`src/rtl/mux_uart_rx.sv`:
```
// Memory-mapped 8N1 UART receiver with a small receive FIFO, status/data
// registers on the CPU bus and an active-low "receive data available" interrupt.
module mux_uart_rx #(
    parameter int          CLKS_PER_BIT = 16,
    parameter int          FIFO_DEPTH   = 4,
    parameter logic [18:0] BASE_ADDR    = 19'h3f200
) (
    input  logic        clock,
    input  logic        reset,
    input  logic [18:0] address,
    input  logic        write_en,
    input  logic [7:0]  data_in,
    input  logic        read_strobe,
    input  logic        rx,
    output logic [7:0]  data_out,
    output logic        selected,
    output logic        int_reqn
);

    localparam int CNT_W = $clog2(CLKS_PER_BIT);
    localparam int PTR_W = $clog2(FIFO_DEPTH);
    localparam int CNT_F = PTR_W + 1;

    localparam logic [CNT_W-1:0] HALF_M1   = CNT_W'(CLKS_PER_BIT / 2 - 1);
    localparam logic [CNT_W-1:0] FULL_M1   = CNT_W'(CLKS_PER_BIT - 1);
    localparam logic [CNT_F-1:0] DEPTH_C   = CNT_F'(FIFO_DEPTH);
    localparam logic [18:0]      DATA_ADDR = BASE_ADDR + 19'd1;

    typedef enum logic [2:0] {
        IDLE,
        START,
        DATA,
        STOP,
        WAIT_HIGH
    } state_t;

    state_t           state_q, state_d;
    logic             sync1_q, sync2_q, rx_prev_q;
    logic [CNT_W-1:0] clk_cnt_q, clk_cnt_d;
    logic [2:0]       bit_cnt_q, bit_cnt_d;
    logic [7:0]       shift_q, shift_d;

    logic [7:0]       mem_q [FIFO_DEPTH];
    logic [7:0]       mem_d [FIFO_DEPTH];
    logic [PTR_W-1:0] wr_ptr_q, wr_ptr_d, rd_ptr_q, rd_ptr_d;
    logic [CNT_F-1:0] count_q, count_d;

    logic ovr_q, ovr_d, ferr_q, ferr_d, ie_q, ie_d;
    logic int_reqn_q, int_reqn_d;

    logic rx_s, push, ferr_set, ovr_set, pop, do_write, wr_status;
    logic fifo_empty, fifo_full;
    logic unused_data_in;

    assign rx_s           = sync2_q;
    assign fifo_empty     = (count_q == '0);
    assign fifo_full      = (count_q == DEPTH_C);
    assign unused_data_in = ^data_in[5:0];

    // Receiver FSM: all sample points are counted from the detected falling edge.
    always_comb begin
        state_d   = state_q;
        clk_cnt_d = clk_cnt_q;
        bit_cnt_d = bit_cnt_q;
        shift_d   = shift_q;
        push      = 1'b0;
        ferr_set  = 1'b0;
        case (state_q)
            IDLE: begin
                if (rx_prev_q && !rx_s) begin
                    state_d   = START;
                    clk_cnt_d = '0;
                    bit_cnt_d = '0;
                end
            end
            START: begin
                if (clk_cnt_q == HALF_M1) begin
                    clk_cnt_d = '0;
                    state_d   = rx_s ? IDLE : DATA;
                end else begin
                    clk_cnt_d = clk_cnt_q + 1'b1;
                end
            end
            DATA: begin
                if (clk_cnt_q == FULL_M1) begin
                    clk_cnt_d = '0;
                    shift_d   = {rx_s, shift_q[7:1]};
                    bit_cnt_d = bit_cnt_q + 3'd1;
                    if (bit_cnt_q == 3'd7) state_d = STOP;
                end else begin
                    clk_cnt_d = clk_cnt_q + 1'b1;
                end
            end
            STOP: begin
                if (clk_cnt_q == FULL_M1) begin
                    clk_cnt_d = '0;
                    if (rx_s) begin
                        push    = 1'b1;
                        state_d = IDLE;
                    end else begin
                        ferr_set = 1'b1;
                        state_d  = WAIT_HIGH;
                    end
                end else begin
                    clk_cnt_d = clk_cnt_q + 1'b1;
                end
            end
            WAIT_HIGH: begin
                if (rx_s) state_d = IDLE;
            end
            default: state_d = IDLE;
        endcase
    end

    // FIFO and control registers; a pop frees the slot a same-cycle push needs.
    always_comb begin
        pop       = read_strobe && (address == DATA_ADDR) && !fifo_empty;
        ovr_set   = push && fifo_full && !pop;
        do_write  = push && !ovr_set;
        wr_status = write_en && (address == BASE_ADDR);

        mem_d    = mem_q;
        wr_ptr_d = wr_ptr_q;
        rd_ptr_d = rd_ptr_q;
        if (do_write) begin
            mem_d[wr_ptr_q] = shift_q;
            wr_ptr_d        = wr_ptr_q + 1'b1;
        end
        if (pop) rd_ptr_d = rd_ptr_q + 1'b1;
        count_d = count_q + CNT_F'(do_write) - CNT_F'(pop);

        ie_d   = wr_status ? data_in[7] : ie_q;
        ovr_d  = ovr_q;
        ferr_d = ferr_q;
        if (wr_status && data_in[6]) begin
            ovr_d  = 1'b0;
            ferr_d = 1'b0;
        end
        if (ovr_set)  ovr_d  = 1'b1;
        if (ferr_set) ferr_d = 1'b1;

        int_reqn_d = ~(ie_q & ~fifo_empty);
    end

    always_ff @(posedge clock or posedge reset) begin
        if (reset) begin
            sync1_q    <= 1'b1;
            sync2_q    <= 1'b1;
            rx_prev_q  <= 1'b1;
            state_q    <= IDLE;
            clk_cnt_q  <= '0;
            bit_cnt_q  <= '0;
            shift_q    <= '0;
            for (int i = 0; i < FIFO_DEPTH; i++) mem_q[i] <= '0;
            wr_ptr_q   <= '0;
            rd_ptr_q   <= '0;
            count_q    <= '0;
            ovr_q      <= 1'b0;
            ferr_q     <= 1'b0;
            ie_q       <= 1'b0;
            int_reqn_q <= 1'b1;
        end else begin
            sync1_q    <= rx;
            sync2_q    <= sync1_q;
            rx_prev_q  <= sync2_q;
            state_q    <= state_d;
            clk_cnt_q  <= clk_cnt_d;
            bit_cnt_q  <= bit_cnt_d;
            shift_q    <= shift_d;
            mem_q      <= mem_d;
            wr_ptr_q   <= wr_ptr_d;
            rd_ptr_q   <= rd_ptr_d;
            count_q    <= count_d;
            ovr_q      <= ovr_d;
            ferr_q     <= ferr_d;
            ie_q       <= ie_d;
            int_reqn_q <= int_reqn_d;
        end
    end

    always_comb begin
        selected = (address == BASE_ADDR) || (address == DATA_ADDR);
        data_out = 8'h00;
        if (address == BASE_ADDR) begin
            data_out = {ie_q, 2'b00, fifo_full, ferr_q, ovr_q, 1'b1, ~fifo_empty};
        end else if (address == DATA_ADDR && !fifo_empty) begin
            data_out = mem_q[rd_ptr_q];
        end
    end

    assign int_reqn = int_reqn_q;

endmodule

```
`config.mk`:
```
export PLATFORM = sky130hd
export DESIGN_NAME = mux_uart_rx
export DESIGN_NICKNAME = d
export VERILOG_FILES = /design/src/rtl/mux_uart_rx.sv
export SDC_FILE = /design/constraint.sdc
export NUM_CORES = 1
export LEC_CHECK = 0
export CAP_MARGIN = 15
export CORE_MARGIN = 2
export CORE_UTILIZATION = 45
export DETAILED_ROUTE_END_ITERATION = 8
export PLACE_DENSITY = 0.77
export SLEW_MARGIN = 30
export SYNTH_ARGS = -nofsm -noshare
export SYNTH_HDL_FRONTEND = slang
export SYNTH_SLANG_ARGS = --single-unit
```
`constraint.sdc`:
```
create_clock -name clock -period 4.65 [get_ports clock]
set_input_delay 1.395 -clock clock [delete_from_list [all_inputs] [get_ports clock]]
set_output_delay 1.395 -clock clock [all_outputs]
set_load 0.01 [all_outputs]
```
==> results_dict.tcl <==
set metrics [dict create \
    status "complete, no violations" \
    worst_pin_slew_ns 0.772 \
    dieArea_um2 7540 \
    ctsRootBufferMaster "clkbuf_8" \
    fin_skew_ns 0.00843 \
    worstReg2RegEnd "count_q[2]" \
    worstPathArrival_ns 3.10 \
    cap_violations 0 \
    fp.dieW_um 86.8 \
    cts_max_level 3 \
    nets 332 \
    final_util_pct 56.1 \
    r2r_cells 10 \
    ant_nets 0 \
    required_ns 3.25 \
    ys_types 41 \
    p_per_area_nw_per_um2 326 \
    p_leak_nw 1.77 \
    synth_top_cell_area_share_pct 48.6 \
    path_clk_slew_ns 0.06 \
    coreArea_um2 6720 \
    synth_nets 279 \
    grt_max_degree 44 \
    worstPathMaxFanout 4 \
    setup_violations 0 \
    antenna_found_initial 0 \
    clk_latency_ns 0.34 \
    routed_wl_um 5940 \
    cts_hold_buf 0 \
    hold_start "sync1_q" \
    track_usage_pct 17.8 \
    fin_ws_ns 0.155 \
    drt_first_pass_iters 4 \
    wl_per_cell_um 15.8 \
    cts_max_path_buffers 2 \
    hpwl_um 4220 \
    dp_slack_ns -0.317 \
    die_y_um 86.8 \
    drive_gt1_share_pct 28.1 \
    max_slew_margin_pct 48.5 \
    cp_top_family "buffers and inverters" \
    start_util_pct 46.0 \
    io_buffers 35 \
    synthesis.area_um2 3090 \
    ys_warn_count 0 \
    rsz0062_at_grt "no" \
    hp-class "flop to flop" \
    rr_startpoint "clk_cnt_q[0]" \
    max_clock_freq_ghz 0.222 \
    ys_ff_latch 64 \
    grt_pass1_wl_um 10100 \
    ys.flop_type "dfrtp_1" \
    vias 2025 \
    tns_ns 0 \
    peakVddDrop_v 0.000212 \
    synth_top_cell_by_area "dfrtp_1" \
    viasPerCell 5.40 \
    numCtsBuffers 9 \
    hold_path_end "rx_s" \
    synthArstFlopShare_pct 100 \
    r2r_slack_ns 1.70 \
    first_global_vias 2133 \
    placementRows 30 \
    ios 42 \
    drt_iter0_drc 99 \
    cp_slowest_cell "clkdlybuf4s50_1" \
    gp_congestion 0.762 \
    setup.worst_path.end_class "output port" \
    cts_tree "done" \
    cpPeakStageDelay_ns 0.42 \
    synthTopCellsByArea "dfrtp_1 49%, mux2_2 9.1%, mux2_1 6.6%" \
    final_common_cell "dfrtp_1" \
    path_common_cell "buf_4" \
    diodes 0 \
    yosysSeqAreaShare_pct 52.0 \
    path_buf_inv 5 \
    syn-mean-instance-area_um2 13.0 \
    layout-area-overhead-vs-synth_pct 22.0 \
    finalHoldViolations 0 \
    final_cell_mix "60 x dfrtp_1, 26 x clkdlybuf4s50_1, 25 x mux2_2" \
    path_cells "clkdlybuf4s50_1 -> nor4b_2 -> nand3_1 -> nand3b_1 -> buf_4 -> buf_4 -> inv_1 -> dlygate4sd2_1" \
    min_path_cells 0 \
    drv_slew 0 \
    min_period_over_period_pct 96.7 \
    synth_edf_count 0 \
    path_class "input pin to output port" \
    start_kind "input pin" \
    synth_cells 237 \
    cts.sinks 64 \
    overflow 0 \
    period_minus_slack_ns 4.50 \
    drc 0 \
]
[worst register-to-register path, delay by kind of cell, from the launching register on]
family,cells,cell delay [ns]
adders and majority gates,4,1.09
and+or+nand+nor,3,1.04
DFF,1,0.39
xor gates and xnor gates,2,0.29
buffers and inverters,1,0.04
[stage by stage]
stage / instance area (um^2) / instances / power [mW] / hold WS (ns)
5_1_grt: 3770 / 375 / 1.30 / 0.365
4_1_cts: 3780 / 375 / 1.25 / 0.357
6_report: 3770 / 375 / 1.23 / 0.356
3_3_place_gp: 3590 / 356 / 0.798 / 0.347
3_5_place_dp: 3590 / 356 / 0.807 / 0.347
2_1_floorplan: 3090 / 237 / 0.747 / 0.345
[flip-flops by register name, indices dropped and copies added (netlist names), 2 cells and up]
register and cells:
mem_q 32, shift_q 8, clk_cnt_q 4, bit_cnt_q 3, count_q 3, state_q 3
rd_ptr_q 2, wr_ptr_q 2
[synth_stat cells, types with 2 or more instances]
cell type	instances
o21ai_0	10
a21oi_1	7
clkbuf_1	3
a32o_1	2
nand3_1	7
inv_1	8
xnor2_1	3
and4_1	2
nor2_1	10
and3_1	3
nand3_4	4
buf_2	3
mux2_2	25
ha_1	9
nand2b_1	4
mux2_1	18
nor3_1	8
dfrtp_1	60
mux4_2	8
nor2b_1	2
dfstp_2	4
xor2_1	2
nand2_1	16
o2bb2ai_1	2
[what timing repair did]
item / 4_1_cts / 5_1_grt
pin swaps: 1 / 2
endpoints found under the setup margin: 9 / 7
gates resized for setup: 10 / 12
setup buffers: 3 / 0
[how the worst max path moves through the flow]
| stage | slack (ns) | end | from | cells past startpoint |
|---|---|---|---|---|
| after floorplan | 0.74 | data_out[0] | address[11] | 4 |
| after detailed placement | -0.32 | data_out[5] | address[11] | 7 |
| final | 0.15 | selected | address[11] | 8 |
| after global placement | -0.25 | data_out[6] | address[10] | 7 |
| after CTS | 0.06 | data_out[7] | address[11] | 8 |
| after global routing | 0.003 | data_out[4] | address[7] | 7 |
[final cells by class]
cell class,count,area [um^2]
multi-input cells,158,1420
well taps,80,100
flip-flops and latches,64,1610
clock buffers,11,151
repair buffers,49,428
fillers,572,2950
inverters,8,31.3
clock inverters,5,31.3
[cells by family (layout without fill, tap and decap cells)]
logic type                 count (synthesis)  in the layout  synth area share [%]
and+or+nand+nor                           66             66                  13.1
adders and majority gates                 10             10                  4.30
buffers and inverters                     15             73                  2.07
AOI/OAI and AO/OA                         26             26                  5.55
DFF                                       64             64                  52.0
muxes                                     51             51                  21.5
xor gates and xnor gates                   5              5                  1.42
[report_power, final]
group | total [mW] | switching (mW) | internal [mW]
combinational | 0.158 | 0.0799 | 0.0784
sequential | 0.637 | 0.0430 | 0.594
clock | 0.435 | 0.214 | 0.220
[layer usage]
| layer | GRT usage (%) | vias to the layer above | part of all wire, % |
|---|---|---|---|
| met2 | 28.2 | 44 | 47 |
| met5 | 0 | - | 0 |
| li1 | - | 961 | - |
| met1 | 22.9 | 1013 | 45 |
| met3 | 5.14 | 7 | 6.1 |
| met4 | 7.24 | 0 | 1.6 |
Power figures use the tool's default switching activity.
